File: src/rtl/axi_intr_ctrl_pkg.sv
// Shared register offsets, response code, irq mode and byte-strobe helper
// for the multi-source AXI4-Lite interrupt controller.
package axi_intr_ctrl_pkg;

  // Word indices taken from address bits [4:2].
  localparam logic [2:0] ADDR_GIE  = 3'd0;
  localparam logic [2:0] ADDR_IER  = 3'd1;
  localparam logic [2:0] ADDR_ISR  = 3'd2;
  localparam logic [2:0] ADDR_IAR  = 3'd3;
  localparam logic [2:0] ADDR_IPR  = 3'd4;
  localparam logic [2:0] ADDR_SENS = 3'd5;
  localparam logic [2:0] ADDR_POL  = 3'd6;
  localparam logic [2:0] ADDR_ISET = 3'd7;

  localparam logic [1:0] RESP_OKAY = 2'b00;

  typedef enum logic {
    IRQ_PULSE = 1'b0,
    IRQ_LEVEL = 1'b1
  } irq_mode_e;

  function automatic logic [31:0] strb_mask(input logic [3:0] strb);
    logic [31:0] m;
    for (int b = 0; b < 4; b++) begin
      m[b*8 +: 8] = {8{strb[b]}};
    end
    return m;
  endfunction

endpackage

File: src/rtl/intr_src_detect.sv
// One interrupt source: 2-flop synchroniser, polarity, edge/level event.
// Event is valid 2 edges after the input is first sampled; no backpressure.
module intr_src_detect (
  input  logic i_clk,
  input  logic i_rst_n,
  input  logic i_intr,
  input  logic i_pol,
  input  logic i_sens,
  output logic o_evt
);

  logic r_meta;
  logic r_sync;
  logic r_sync_d;
  logic w_s;
  logic w_s_d;

  always_ff @(posedge i_clk or negedge i_rst_n) begin
    if (!i_rst_n) begin
      r_meta   <= 1'b0;
      r_sync   <= 1'b0;
      r_sync_d <= 1'b0;
    end else begin
      r_meta   <= i_intr;
      r_sync   <= r_meta;
      r_sync_d <= r_sync;
    end
  end

  // Polarity is applied to both taps, so flipping POL never fakes an edge.
  assign w_s   = r_sync ^ ~i_pol;
  assign w_s_d = r_sync_d ^ ~i_pol;
  assign o_evt = i_sens ? (w_s & ~w_s_d) : w_s;

endmodule

File: src/rtl/axi_intr_ctrl_multi.sv
// AXI4-Lite interrupt controller aggregating C_NUM_OF_INTR sources onto one irq.
// irq follows a source edge by 4 clocks; one outstanding write and read, held by BREADY/RREADY.
module axi_intr_ctrl_multi
  import axi_intr_ctrl_pkg::*;
#(
  parameter int          C_S_AXI_DATA_WIDTH  = 32,
  parameter int          C_S_AXI_ADDR_WIDTH  = 5,
  parameter int          C_NUM_OF_INTR       = 4,
  parameter logic [31:0] C_INTR_SENSITIVITY  = 32'hFFFF_FFFF,
  parameter logic [31:0] C_INTR_ACTIVE_STATE = 32'hFFFF_FFFF,
  parameter int          C_IRQ_SENSITIVITY   = 1,
  parameter int          C_IRQ_ACTIVE_STATE  = 1,
  parameter int          C_IRQ_PULSE_CYCLES  = 4
) (
  input  logic                            S_AXI_INTR_ACLK,
  input  logic                            S_AXI_INTR_ARESETN,
  input  logic [C_S_AXI_ADDR_WIDTH-1:0]   S_AXI_INTR_AWADDR,
  input  logic [2:0]                      S_AXI_INTR_AWPROT,
  input  logic                            S_AXI_INTR_AWVALID,
  output logic                            S_AXI_INTR_AWREADY,
  input  logic [C_S_AXI_DATA_WIDTH-1:0]   S_AXI_INTR_WDATA,
  input  logic [C_S_AXI_DATA_WIDTH/8-1:0] S_AXI_INTR_WSTRB,
  input  logic                            S_AXI_INTR_WVALID,
  output logic                            S_AXI_INTR_WREADY,
  output logic [1:0]                      S_AXI_INTR_BRESP,
  output logic                            S_AXI_INTR_BVALID,
  input  logic                            S_AXI_INTR_BREADY,
  input  logic [C_S_AXI_ADDR_WIDTH-1:0]   S_AXI_INTR_ARADDR,
  input  logic [2:0]                      S_AXI_INTR_ARPROT,
  input  logic                            S_AXI_INTR_ARVALID,
  output logic                            S_AXI_INTR_ARREADY,
  output logic [C_S_AXI_DATA_WIDTH-1:0]   S_AXI_INTR_RDATA,
  output logic [1:0]                      S_AXI_INTR_RRESP,
  output logic                            S_AXI_INTR_RVALID,
  input  logic                            S_AXI_INTR_RREADY,
  input  logic [C_NUM_OF_INTR-1:0]        intr_in,
  output logic                            irq
);

  localparam logic [31:0] MASK = (C_NUM_OF_INTR >= 32) ? 32'hFFFF_FFFF :
                                 ((32'd1 << C_NUM_OF_INTR) - 32'd1);
  localparam irq_mode_e MODE   = (C_IRQ_SENSITIVITY != 0) ? IRQ_LEVEL : IRQ_PULSE;
  localparam logic      IRQ_ON = (C_IRQ_ACTIVE_STATE != 0);
  localparam int        CW     = $clog2(C_IRQ_PULSE_CYCLES + 1);
  localparam logic [CW-1:0] PULSE_LD = CW'(C_IRQ_PULSE_CYCLES);

  logic        r_awready;
  logic        r_wready;
  logic        r_bvalid;
  logic        r_arready;
  logic        r_rvalid;
  logic [31:0] r_rdata;

  logic        r_gie;
  logic [31:0] r_ier;
  logic [31:0] r_isr;
  logic [31:0] r_sens;
  logic [31:0] r_pol;

  logic          r_cond_d;
  logic [CW-1:0] r_cnt;
  logic          r_irq;

  logic                     w_wr_hs;
  logic                     w_rd_hs;
  logic [2:0]               w_wr_idx;
  logic [2:0]               w_rd_idx;
  logic [31:0]              w_bmask;
  logic [31:0]              w_wbits;
  logic [31:0]              w_iar_clr;
  logic [31:0]              w_iset;
  logic [C_NUM_OF_INTR-1:0] w_evt;
  logic [31:0]              w_evt_all;
  logic [31:0]              w_set_edge;
  logic [31:0]              w_set_lvl;
  logic [31:0]              w_ipr;
  logic [31:0]              w_rd_dat;
  logic                     w_cond;
  logic [CW-1:0]            w_cnt_nxt;
  logic                     w_unused_ok;

  assign w_wr_hs  = r_awready & S_AXI_INTR_AWVALID & r_wready & S_AXI_INTR_WVALID;
  assign w_rd_hs  = r_arready & S_AXI_INTR_ARVALID;
  assign w_wr_idx = S_AXI_INTR_AWADDR[4:2];
  assign w_rd_idx = S_AXI_INTR_ARADDR[4:2];
  assign w_bmask  = strb_mask(S_AXI_INTR_WSTRB);
  assign w_wbits  = S_AXI_INTR_WDATA & w_bmask & MASK;

  assign w_iar_clr = (w_wr_hs && w_wr_idx == ADDR_IAR)  ? w_wbits : 32'h0;
  assign w_iset    = (w_wr_hs && w_wr_idx == ADDR_ISET) ? w_wbits : 32'h0;

  assign w_unused_ok = &{1'b0, S_AXI_INTR_AWPROT, S_AXI_INTR_ARPROT,
                         S_AXI_INTR_AWADDR, S_AXI_INTR_ARADDR};

  for (genvar gi = 0; gi < C_NUM_OF_INTR; gi++) begin : g_src
    intr_src_detect u_det (
      .i_clk   (S_AXI_INTR_ACLK),
      .i_rst_n (S_AXI_INTR_ARESETN),
      .i_intr  (intr_in[gi]),
      .i_pol   (r_pol[gi]),
      .i_sens  (r_sens[gi]),
      .o_evt   (w_evt[gi])
    );
  end

  always_comb begin
    w_evt_all = 32'h0;
    w_evt_all[C_NUM_OF_INTR-1:0] = w_evt;
  end

  assign w_set_edge = w_evt_all & r_sens;
  assign w_set_lvl  = w_evt_all & ~r_sens;
  assign w_ipr      = r_isr & r_ier;

  // Write channel: both READYs pulse once per accepted write.
  always_ff @(posedge S_AXI_INTR_ACLK or negedge S_AXI_INTR_ARESETN) begin
    if (!S_AXI_INTR_ARESETN) begin
      r_awready <= 1'b0;
      r_wready  <= 1'b0;
      r_bvalid  <= 1'b0;
    end else begin
      if (!r_awready && S_AXI_INTR_AWVALID && S_AXI_INTR_WVALID && !r_bvalid) begin
        r_awready <= 1'b1;
        r_wready  <= 1'b1;
      end else begin
        r_awready <= 1'b0;
        r_wready  <= 1'b0;
      end
      if (w_wr_hs) begin
        r_bvalid <= 1'b1;
      end else if (S_AXI_INTR_BREADY) begin
        r_bvalid <= 1'b0;
      end
    end
  end

  always_ff @(posedge S_AXI_INTR_ACLK or negedge S_AXI_INTR_ARESETN) begin
    if (!S_AXI_INTR_ARESETN) begin
      r_gie  <= 1'b0;
      r_ier  <= 32'h0;
      r_sens <= C_INTR_SENSITIVITY & MASK;
      r_pol  <= C_INTR_ACTIVE_STATE & MASK;
    end else if (w_wr_hs) begin
      case (w_wr_idx)
        ADDR_GIE:  if (S_AXI_INTR_WSTRB[0]) r_gie <= S_AXI_INTR_WDATA[0];
        ADDR_IER:  r_ier  <= (r_ier  & ~w_bmask) | w_wbits;
        ADDR_SENS: r_sens <= (r_sens & ~w_bmask) | w_wbits;
        ADDR_POL:  r_pol  <= (r_pol  & ~w_bmask) | w_wbits;
        default: ;
      endcase
    end
  end

  // Edge events and ISET beat a same-edge ack; a held level source is masked
  // for that one edge so the ack is visible, then re-asserts on the next.
  always_ff @(posedge S_AXI_INTR_ACLK or negedge S_AXI_INTR_ARESETN) begin
    if (!S_AXI_INTR_ARESETN) begin
      r_isr <= 32'h0;
    end else begin
      r_isr <= ((r_isr & ~w_iar_clr) | w_set_edge | w_iset |
                (w_set_lvl & ~w_iar_clr)) & MASK;
    end
  end

  always_comb begin
    w_rd_dat = 32'h0;
    case (w_rd_idx)
      ADDR_GIE:  w_rd_dat = {31'h0, r_gie};
      ADDR_IER:  w_rd_dat = r_ier;
      ADDR_ISR:  w_rd_dat = r_isr;
      ADDR_IPR:  w_rd_dat = w_ipr;
      ADDR_SENS: w_rd_dat = r_sens;
      ADDR_POL:  w_rd_dat = r_pol;
      default:   w_rd_dat = 32'h0;
    endcase
  end

  always_ff @(posedge S_AXI_INTR_ACLK or negedge S_AXI_INTR_ARESETN) begin
    if (!S_AXI_INTR_ARESETN) begin
      r_arready <= 1'b0;
      r_rvalid  <= 1'b0;
      r_rdata   <= 32'h0;
    end else begin
      r_arready <= !r_arready && S_AXI_INTR_ARVALID && !r_rvalid;
      if (w_rd_hs) begin
        r_rvalid <= 1'b1;
        r_rdata  <= w_rd_dat;
      end else if (S_AXI_INTR_RREADY) begin
        r_rvalid <= 1'b0;
      end
    end
  end

  assign w_cond = r_gie & (|w_ipr);

  always_comb begin
    w_cnt_nxt = r_cnt;
    if (w_cond && !r_cond_d) begin
      w_cnt_nxt = PULSE_LD;
    end else if (r_cnt != '0) begin
      w_cnt_nxt = r_cnt - CW'(1);
    end
  end

  always_ff @(posedge S_AXI_INTR_ACLK or negedge S_AXI_INTR_ARESETN) begin
    if (!S_AXI_INTR_ARESETN) begin
      r_cond_d <= 1'b0;
      r_cnt    <= '0;
      r_irq    <= ~IRQ_ON;
    end else begin
      r_cond_d <= w_cond;
      r_cnt    <= w_cnt_nxt;
      if (MODE == IRQ_LEVEL) begin
        r_irq <= w_cond ? IRQ_ON : ~IRQ_ON;
      end else begin
        r_irq <= (w_cnt_nxt != '0) ? IRQ_ON : ~IRQ_ON;
      end
    end
  end

  assign S_AXI_INTR_AWREADY = r_awready;
  assign S_AXI_INTR_WREADY  = r_wready;
  assign S_AXI_INTR_BVALID  = r_bvalid;
  assign S_AXI_INTR_BRESP   = RESP_OKAY;
  assign S_AXI_INTR_ARREADY = r_arready;
  assign S_AXI_INTR_RVALID  = r_rvalid;
  assign S_AXI_INTR_RDATA   = r_rdata;
  assign S_AXI_INTR_RRESP   = RESP_OKAY;
  assign irq                = r_irq;

endmodule

File: config.mk
export PLATFORM = sky130hd
export DESIGN_NAME = axi_intr_ctrl_multi
export DESIGN_NICKNAME = d
export VERILOG_FILES = /design/src/rtl/axi_intr_ctrl_pkg.sv /design/src/rtl/intr_src_detect.sv /design/src/rtl/axi_intr_ctrl_multi.sv
export SDC_FILE = /design/constraint.sdc
export NUM_CORES = 1
export LEC_CHECK = 0
export ABC_AREA = 1
export CAP_MARGIN = 0
export CORE_MARGIN = 2
export CORE_UTILIZATION = 53
export CTS_CLUSTER_SIZE = 12
export DETAILED_ROUTE_END_ITERATION = 16
export PLACE_DENSITY = 0.8
export SLEW_MARGIN = 20
export SYNTH_ARGS = -nofsm -noshare
export SYNTH_HDL_FRONTEND = slang
export SYNTH_SLANG_ARGS = --single-unit
File: constraint.sdc
create_clock -name S_AXI_INTR_ACLK -period 3.72 [get_ports S_AXI_INTR_ACLK]
set_input_delay 0.372 -clock S_AXI_INTR_ACLK [delete_from_list [all_inputs] [get_ports S_AXI_INTR_ACLK]]
set_output_delay 0.372 -clock S_AXI_INTR_ACLK [all_outputs]
set_load 0.01 [all_outputs]
## Word level (Yosys, flattened, before mapping)

Index checks and enable logic that the tools add are counted.

| storage, ports and cells | value |
|---|---|
| register bits after elaboration | 150 |
| input port bits | 63 |
| output and inout port bits | 42 |
| logic and storage cells | 109 |

| cells by class | value |
|---|---|
| equality and inequality tests | 10 |
| muxes and demuxes | 13 |
| bitwise gates (word level) | 43 |
| reductions and logical operators | 20 |

Operators with widths:

| kind | number |
|---|---|
| $pmux 32 s6 | 1 |
| $and 32x32->32 | 3 |
| $or 32x4->32 | 3 |
| $and 4x32->32 | 1 |
| $not 32->32 | 1 |
| $reduce_or 32->1 | 1 |
| $and 4x4->4 | 5 |
| $eq 3x3->1 const B | 6 |
| $or 4x4->4 | 3 |
| $mux 1 | 10 |
| $and 1x1->1 | 9 |
| $mux 4 | 2 |
| $not 1->1 | 8 |
| $not 4->4 | 2 |
| $xor 1x1->1 | 8 |
| $logic_and 1x1->1 | 7 |
| $eq 3x1->1 const B | 2 |
| $eq 3x2->1 const B | 2 |
| $logic_not 3->1 | 2 |
| $reduce_and 2->1 | 3 |
| $logic_not 1->1 | 4 |
| $reduce_bool 2->1 | 2 |
| $reduce_and 3->1 | 1 |

## Longest topological paths before layout

Gate-level depths: netlist (run 1).

| depth | value |
|---|---|
| depth after elaboration | 10 |
| depth in mapped cells | 9 |
| depth with buffers taken out | 8 |

## Hierarchy

Synthesis (run 1) repeated with hierarchy kept, for this count alone.

| second synthesis, totals | value |
|---|---|
| cell total of the unflattened synthesis | 739 |
| area, all modules | 6,232.2 sq um |

By module, submodules not included:

| module | instances | cells each | area an instance (sq um) | sequential area each (sq um) |
|---|---|---|---|---|
| axi_intr_ctrl_multi | 1 | 691 | 5,796.8 | 3,463.3 |
| intr_src_detect | 4 | 12 | 108.9 | 75.1 |

## Worst setup path before layout (run 1)

Ideal clock, no wire load.

| timing path | value |
|---|---|
| path kind | flip-flop to flip-flop |
| start point | register r_wready, in the netlist S_AXI_INTR_WREADY |
| end point | register r_ier[4] |
| library setup time | 119 ps |
| data arrival time | 1,231 ps |
| required time | 3,601 ps |
| slack | 2,369 ps |
| stages on the path, launching flop included | 7 |
| path buffers | 1 |
| clock period less this slack | 1,351 ps |
| path through | dfrtp_1 > nand3_1 > inv_1 > buf_2 > nand4_1 > inv_1 > nor2_1 |

| between the ends | value |
|---|---|
| word-level cells in the longest chain between the ends | 4 |

RTL lines:

| what | line | source |
|---|---|---|
| start, declared | axi_intr_ctrl_multi.sv:48 | `logic r_wready;` |
| start signal, assigned | axi_intr_ctrl_multi.sv:119 | `r_wready <= 1'b0;` |
| start signal, assigned | axi_intr_ctrl_multi.sv:124 | `r_wready <= 1'b1;` |
| start signal, assigned | axi_intr_ctrl_multi.sv:127 | `r_wready <= 1'b0;` |
| $and 1x1->1 | n/a |  |
| $and 1x1->1 (*) (2 in series) | axi_intr_ctrl_multi.sv:82 | `assign w_wr_hs = r_awready & S_AXI_INTR_AWVALID & r_wready & S_AXI_INTR_WVALID;` |
| $reduce_and 2->1 (no line) (*) | n/a |  |
| end signal, assigned | axi_intr_ctrl_multi.sv:146 | `ADDR_IER: r_ier <= (r_ier & ~w_bmask) \| w_wbits;` |
| end, declared | axi_intr_ctrl_multi.sv:55 | `logic [31:0] r_ier;` |

Mark *: on every way between the ends. The rest lies on a longest branch, timed or not.
A chain may end at the register's enable or synchronous reset.

==> run summary, run 1 <==
row count -> 39
core area -> 11500 um^2
Arr. time, crit path -> 2.59 ns
final hold vios -> 0
CTS Buffer Depth -> 2
cell-internal power -> 0.00320 W
largest net degree at the start of global routing -> 104
most common cell after layout, fill and taps aside -> nand2_1
Die Height -> 112 um
I/O pin count -> 105
Hold WC Path Type -> in2async
GRT met1 Usage -> 0.294
H-tree levels -> 4
RR Startpoint -> S_AXI_INTR_WREADY
Initial Util -> 0.543
final worst slack -> 1.45 ns
Ant. Diodes -> 0
die area -> 12600 um^2
clock power share -> 0.428
RSZ-0062 raised after global routing -> false
DRT Pass-1 Iters -> 5
Final min period -> 2.27 ns
total gr overflow -> 0
wire per inst -> 14.4 um
number of global-route vias before repair -> 4902
Place WS -> 1.07 ns
DRC viols -> 0
Syn. warnings -> 0
die width -> 112 um
measured slew at the worst slew-check pin -> 1.06 ns
Reg2Reg Depth -> 4
M2 GR Usage -> 0.372
crit path launch type -> input port
GRT Total Usage -> 0.228
global-route wire length before repair -> 23100 um
peak supply drop -> 0.276 mV
Final #Nets -> 840
most frequent cells in the layout -> nand2_1 (231), dfrtp_1 (142), inv_1 (95), nor2_1 (81), clkdlybuf4s50_1 (61)
Crit. Startpoint -> S_AXI_INTR_AWADDR[4]
global routing's busiest layer -> met2
Gate power share -> 0.120
CTS resizes -> 0
clk slew on worst S/H paths -> 0.05 ns
DR iter-0 viols -> 321
fillers -> 833
CP required -> 4.04 ns
Final period util -> 0.609
via count -> 4733
Via density -> 5.08
fin cells -> 932
port bufs -> 62
Design Area, Final -> 7550 um^2
GP Congestion -> 0.874
Seq/Total Area, Yosys -> 0.604
cell area after synthesis -> 6230 um^2
DPL Wire Length -> 8430 um
Crit Path Class -> in2reg
PwrDens -> 554 nW/um^2
Cell Area, Placed -> 6920 um^2
Num CTS Buffers -> 17
CP endpoint kind -> flip-flop
final slew viol count -> 0
sw frac -> 0.233
post-CTS setup buffer count -> 0
switching power -> 0.000973 W
Mapped Avg Cell Area -> 8.74 um^2
post-synthesis cell count -> 713
met3 Use GR -> 0.0556
fmax -> 441 MHz
CP Max Fanout -> 10
status -> finished clean
Max-Cap Viols -> 0
Pleak -> 3.96 nW
clk sink count -> 150
Detailed Route WL -> 13400 um
Cells after DPL -> 901
initial antenna violation count -> 0
Slew HR -> 0.290
clk_lat worst skew -> 0.41 ns
Netlist cell types -> 22
setup_tns -> 0 ns
FF+latch count, synth -> 150
CTS tree -> yes
total power -> 0.00418 W
Clock Root Buffer -> clkbuf_16
Post-DRT Antenna Nets -> 0
sequential power share -> 0.452
cts hold-fix bufs -> 0
share of layout cells above drive strength 1 -> 0.0621
reg2reg setup slack -> 1.76 ns
Area growth, synth to finish -> 21.2%
clock skew -> 0.00757 ns
final setup violating endpoints -> 0
Yosys cell counts, drive strengths merged:
master,number,area [um^2]
nor3,4,42.5
inv,99,372
a41oi,1,8.76
nand4,14,87.6
o21ai,18,90.1
xnor2,4,35.0
conb,1,3.75
nor2,81,304
dfstp,8,210
a21boi,28,210
clkbuf,6,22.5
nand2,231,867
o21a,1,7.51
buf,20,140
dfrtp,142,3550
nand3,55,275
stage by stage:
step,hold slack (ns),utilization
finish,0.0406,0.658
global route,0.141,0.658
CTS,0.103,0.658
detailed placement,0.337,0.604
global placement,0.332,0.604
floorplan,0.0764,-
kinds of logic after synthesis:
| kind of cell | Yosys count | share of synthesized area |
|---|---|---|
| AOI/OAI and AO/OA | 48 | 0.0508 |
| xor gates and xnor gates | 4 | 0.00562 |
| other | 1 | 0.000602 |
| buffers and inverters | 125 | 0.0858 |
| DFF | 150 | 0.604 |
| and+or+nand+nor | 385 | 0.253 |
metal layers:
layer | vias to the layer above | part of all wire
met3 | 24 | 0.049
met4 | 0 | 0.022
met5 | - | 0
met1 | 2275 | 0.43
li1 | 2308 | -
met2 | 126 | 0.50
critical path: stages:
cell and delay, ns:
clkdlybuf4s50_1 0.65, inv_2 0.07, nor2_1 0.11, nand2_1 0.06
nor2_1 0.67, nand2_1 0.38, o21ai_0 0.28
registers in the layout (all words and copies together), names as in the netlist, 4 cells and up, named ones only:
| register | cells |
|---|---|
| r_pol | 28 |
| r_sens | 28 |
| g_src.u_det.r_meta | 4 |
| r_ier | 28 |
| r_isr | 4 |
| g_src.u_det.r_sync | 4 |
| g_src.u_det.r_sync_d | 4 |
| S_AXI_INTR_RDATA | 32 |
final cells by class:
cell class | instances | area, um^2 | area share
Sequential cell | 150 | 3760 | 0.499
Multi-Input combinational cell | 441 | 1940 | 0.257
Timing Repair Buffer | 68 | 667 | 0.0883
Clock buffer | 23 | 478 | 0.0633
Inverter | 99 | 372 | 0.0492
Tap cell | 143 | 179 | 0.0237
Clock inverter | 8 | 146 | 0.0194
power by group through the flow:
stage	combinational [W]	clock [W]	sequential, W
floorplan	0.000213	0	0.00193
global placement	0.000486	0	0.00191
detailed placement	0.000501	0	0.00191
CTS	0.000509	0.00182	0.00189
global route	0.000562	0.00189	0.00191
finish	0.000501	0.00179	0.00189
worst min-delay path by stage:
stage / endpoint / from / slack, ns
after detailed placement: g_src[1].u_det.r_sync / g_src[1].u_det.r_meta / 0.34
after floorplan: S_AXI_INTR_ARREADY / S_AXI_INTR_ARESETN / 0.08
after global routing: r_sens[5] / S_AXI_INTR_ARESETN / 0.14
after global placement: g_src[1].u_det.r_sync / g_src[1].u_det.r_meta / 0.33
after CTS: r_ier[7] / S_AXI_INTR_ARESETN / 0.10
final: S_AXI_INTR_RDATA[4] / S_AXI_INTR_ARESETN / 0.04
Power figures use the tool's default switching activity.
==> run 2, diff against run 1 <==
- CORE_UTILIZATION: 53 -> 48
- PLACE_DENSITY: 0.8 -> 0.76
- clock period: 3.72 -> 1.85 ns (I/O delays scaled with it)
==> run 2 against run 1 <==
  * Combinational power rose by 110%
  * Critical path depth decreased by 6
  * Register-to-register slack got worse by 1.3 ns
  * Final cell count is 5.3% higher
  * Largest power group unchanged
  * Setup slack worse by 1.2 ns
  * Sequential power rose by 100%
  * Sequential share of layout area shrank 1.3 points
  * Largest cell class unchanged
  * Via count hardly changed
  * Sequential cell count is the same
==> run summary, run 2 (synthesis gave the netlist of run 1 again) <==
core area -> 12700 um^2
Cell Chain, Critical Path -> clkdlybuf4s50_1
clk slew on worst S/H paths -> 0.06 ns
Area growth, synth to finish -> 24.5%
fillers -> 1065
final worst slack -> 0.294 ns
GP Congestion -> 0.876
crit path launch type -> flip-flop
Reg2Reg Depth -> 6
Util after Layout -> 0.612
I/O pin count -> 105
Ant. Diodes -> 0
register area -> 3760 um^2
Crit Path Class -> reg2out
Final min period -> 1.56 ns
Final period util -> 0.841
clock power share -> 0.406
Post-DRT Antenna Nets -> 0
Num CTS Buffers -> 17
global-route wire length before repair -> 22700 um
DR iter-0 viols -> 208
Slowest-stage cell, CP -> clkdlybuf4s50_1
most frequent cells in the layout -> nand2_1 (231), dfrtp_1 (142), inv_1 (95), nor2_1 (81), clkdlybuf4s50_1 (61)
Hold WC Path Type -> in2reg
clk sink count -> 150
Hold Crit Endpoint -> g_src[1].u_det.r_meta
routed length on met1 -> 5910 um
Max-Cap Viols -> 0
peak supply drop -> 0.769 mV
worst hold stages -> 1
reg-to-reg endpoint -> r_ier[24]
H-tree levels -> 4
PwrDens -> 1050 nW/um^2
DRT Pass-1 Iters -> 5
Met3 Wirelength -> 652 um
GRT Total Usage -> 0.204
DPL Wire Length -> 8680 um
total gr overflow -> 0
number of flip-flops in the largest register -> 32
delay-heaviest family, CP -> buffers and inverters
CTS tree -> yes
total power -> 0.00814 W
sequential power share -> 0.466
Arr. time, crit path -> 1.37 ns
DR top layer -> met4
Via density -> 4.82
DRC viols -> 0
die area -> 13900 um^2
number of global-route vias before repair -> 4732
final hold vios -> 0
CP Max Fanout -> 4
RSZ-0062 raised after global routing -> false
CP endpoint kind -> primary output
initial antenna violation count -> 0
switching power -> 0.00209 W
worst path bufs/invs -> 1
Gate power share -> 0.127
Initial Util -> 0.492
CTS Buffer Depth -> 2
cell-internal power -> 0.00605 W
sw frac -> 0.257
Die Height -> 118 um
die width -> 118 um
Crit. Startpoint -> S_AXI_INTR_WREADY
area occupied by multi-input gates -> 1940 um^2
met2 WL -> 6290 um
status -> finished clean
final setup violating endpoints -> 0
wire per inst -> 13.4 um
Final #Nets -> 859
Place WS -> 0.0666 ns
Pleak -> 4.05 nW
most common cell after layout, fill and taps aside -> nand2_1
Hold Startpoint -> intr_in[1]
clk_lat worst skew -> 0.42 ns
RR Startpoint -> S_AXI_INTR_WREADY
Clock Root Buffer -> clkbuf_16
CTS resizes -> 0
reg2reg setup slack -> 0.46 ns
share of layout cells above drive strength 1 -> 0.0878
row count -> 41
clock skew -> 0.00842 ns
Detailed Route WL -> 13100 um
final slew viol count -> 0
fmax -> 643 MHz
via count -> 4729
largest net degree at the start of global routing -> 54
setup_tns -> 0 ns
port bufs -> 62
max incr delay on CP -> 0.56 ns
CP required -> 1.66 ns
==> run 2: cell types whose count changed in the layout (fill, tap and decap cells not counted) <==
cell,previous run,this run
buf_12,0,6
buf_4,6,18
bufinv_16,4,1
clkbuf_1,3,0
clkbuf_8,3,2
clkinv_2,2,3
clkinv_4,1,3
clkinvlp_4,1,3
dlygate4sd3_1,0,1
inv_6,0,2
inv_8,0,1
==> run 2: repair_timing <==
item / CTS / global route
hold endpoints to repair: 44 / 0
setup buffers: 0 / 0
hold buffers: 1 / 0
==> run 2: how the worst max path moves through the flow <==
stage | to | slack, ns | depth (start not counted)
final | S_AXI_INTR_AWREADY | 0.29 | 1
after global routing | S_AXI_INTR_AWREADY | 0.24 | 1
after CTS | S_AXI_INTR_AWREADY | 0.26 | 1
after detailed placement | flip-flop | 0.07 | 7
after global placement | S_AXI_INTR_RDATA[1] | 0.09 | 9
after floorplan | r_ier[4] | 0.50 | 6
==> run 2: routing by layer <==
layer  vias up  GRT usage
li1       2343          -
met1      2263      0.269
met2       104      0.322
met3        19     0.0581
met4         0     0.0776
met5         -          0
==> run 2: layout make-up <==
cell class / instances / share of cell area
clock inverters: 13 / 0.0158
inverters: 99 / 0.0479
well taps: 172 / 0.0277
clock buffers: 19 / 0.0584
repair buffers: 87 / 0.114
flip-flops and latches: 150 / 0.485
multi-input cells: 441 / 0.251
==> run 2: power groups by stage <==
stage          sequential (W)  combinational [W]  clock (W)
2_1_floorplan         0.00389           0.000428          0
3_3_place_gp          0.00383            0.00102          0
3_5_place_dp          0.00385            0.00104          0
4_1_cts               0.00380            0.00106    0.00337
5_1_grt               0.00384            0.00116    0.00354
6_report              0.00380            0.00104    0.00331
==> run 2: through the flow <==
| stage | area (um^2) | hold slack (ns) | cells |
|---|---|---|---|
| after floorplan | 6240 | -0.111 | 716 |
| final | 7760 | 0.207 | 981 |
| after CTS | 7760 | 0.186 | 981 |
| after global routing | 7760 | 0.198 | 981 |
| after detailed placement | 7170 | 0.140 | 948 |
| after global placement | 7170 | 0.137 | 948 |
==> run 3, diff against run 2 <==
- CORE_UTILIZATION: 48 -> 53
- PLACE_DENSITY: 0.76 -> 0.8
- clock period: 1.85 -> 1.51 ns (I/O delays scaled with it)
==> run 3 against run 2 <==
  * Worst hold slack lost 0.031 ns
  * First-iteration DRC count grew 42%
  * Critical path depth is the same
==> run summary, run 3 (synthesis gave the netlist of run 1 again) <==
status -> finished clean
GP Congestion -> 0.859
Ant. Diodes -> 0
Cells after DPL -> 939
global-route wire length before repair -> 25000 um
PwrDens -> 1320 nW/um^2
Hold WC Path Type -> in2reg
via count -> 4976
clk slew on worst S/H paths -> 0.06 ns
clk sink count -> 150
CTS tree -> yes
Crit Path Class -> reg2out
Die Height -> 112 um
Final #Nets -> 879
Util after Layout -> 0.692
CP Max Fanout -> 2
fin cells -> 972
Final period util -> 0.975
total gr overflow -> 0
crit path launch type -> flip-flop
CP required -> 1.36 ns
delay-heaviest family, CP -> buffers and inverters
max incr delay on CP -> 0.55 ns
clk_lat worst skew -> 0.42 ns
port bufs -> 62
worst path bufs/invs -> 1
Post-DRT Antenna Nets -> 0
H-tree levels -> 4
DRC viols -> 0
Via density -> 5.12
die width -> 112 um
row count -> 39
most common cell after layout, fill and taps aside -> nand2_1
final hold vios -> 0
Pleak -> 4.25 nW
Initial Util -> 0.543
Num CTS Buffers -> 17
Area growth, synth to finish -> 27.3%
fmax -> 679 MHz
DRT Pass-1 Iters -> 4
share of layout cells above drive strength 1 -> 0.107
largest net degree at the start of global routing -> 58
clock skew -> 0.00566 ns
die area -> 12600 um^2
Slowest-stage cell, CP -> clkdlybuf4s50_1
WHS -> 0.176 ns
RSZ-0062 raised after global routing -> false
CP endpoint kind -> primary output
wire per inst -> 14.7 um
GRT Total Usage -> 0.249
setup_tns -> 0 ns
Max-Cap Viols -> 0
Arr. time, crit path -> 1.32 ns
Final min period -> 1.47 ns
DR iter-0 viols -> 296
initial antenna violation count -> 0
number of global-route vias before repair -> 5246
Clock Root Buffer -> clkbuf_16
final setup violating endpoints -> 0
most frequent cells in the layout -> nand2_1 (231), dfrtp_1 (142), inv_1 (95), nor2_1 (81), nand3_1 (55)
number of flip-flops in the largest register -> 32
CTS Buffer Depth -> 2
DPL Wire Length -> 9360 um
Detailed Route WL -> 14300 um
Cell Chain, Critical Path -> clkdlybuf4s50_1
peak supply drop -> 0.831 mV
final slew viol count -> 0
core area -> 11500 um^2
I/O pin count -> 105
## run 3: power breakdown
part	total, W	switching (W)	internal (W)
Clock	0.00448	0.00162	0.00286
Sequential	0.00466	0.000229	0.00443
Combinational	0.00133	0.000684	0.000641
## run 3: final cells by class
type / count / area (um^2)
clock inverters: 11 / 171
fillers: 800 / 3530
repair buffers: 107 / 1040
inverters: 99 / 372
flip-flops and latches: 150 / 3760
clock buffers: 21 / 460
multi-input cells: 441 / 1940
well taps: 143 / 179
## run 3: per-stage QoR
stage	setup slack (ns)	instance area, um^2	total power, W
5_1_grt	0.00116	7930	0.0109
3_3_place_gp	-0.145	7280	0.00597
4_1_cts	0.00617	7920	0.0105
6_report	0.0374	7930	0.0105
3_5_place_dp	-0.165	7280	0.00604
2_1_floorplan	0.159	6240	0.00529
## run 3: path summary, 6_finish.rpt
| path | start | end | slack [ns] | cells past startpoint |
|---|---|---|---|---|
| min reg2reg | g_src[2].u_det.r_meta | g_src[2].u_det.r_sync | 0.35 | 0 |
| max reg2reg | S_AXI_INTR_WREADY | r_sens[8] | 0.18 | 6 |
| max in group asynchronous | S_AXI_INTR_ARESETN | r_ier[19] | 0.69 | 3 |
| min in group asynchronous | S_AXI_INTR_ARESETN | r_sens[7] | 0.19 | 2 |
| min | intr_in[0] | g_src[0].u_det.r_meta | 0.18 | 1 |
| max | S_AXI_INTR_RDATA[5] | S_AXI_INTR_RDATA[5] | 0.04 | 1 |
## run 3: metal layers
layer	global-route usage	up-vias	share of wire
met4	0.104	0	0.023
met1	0.321	2413	0.43
met5	0	-	0
met3	0.0497	30	0.044
met2	0.415	148	0.50
li1	-	2385	-
## run 3: repair_timing
item                       4_1_cts  5_1_grt
setup endpoints to repair        3        4
buffers inserted                 0        0
resized for setup                3        4
hold buffers                     1        0
hold endpoints to repair        73        0
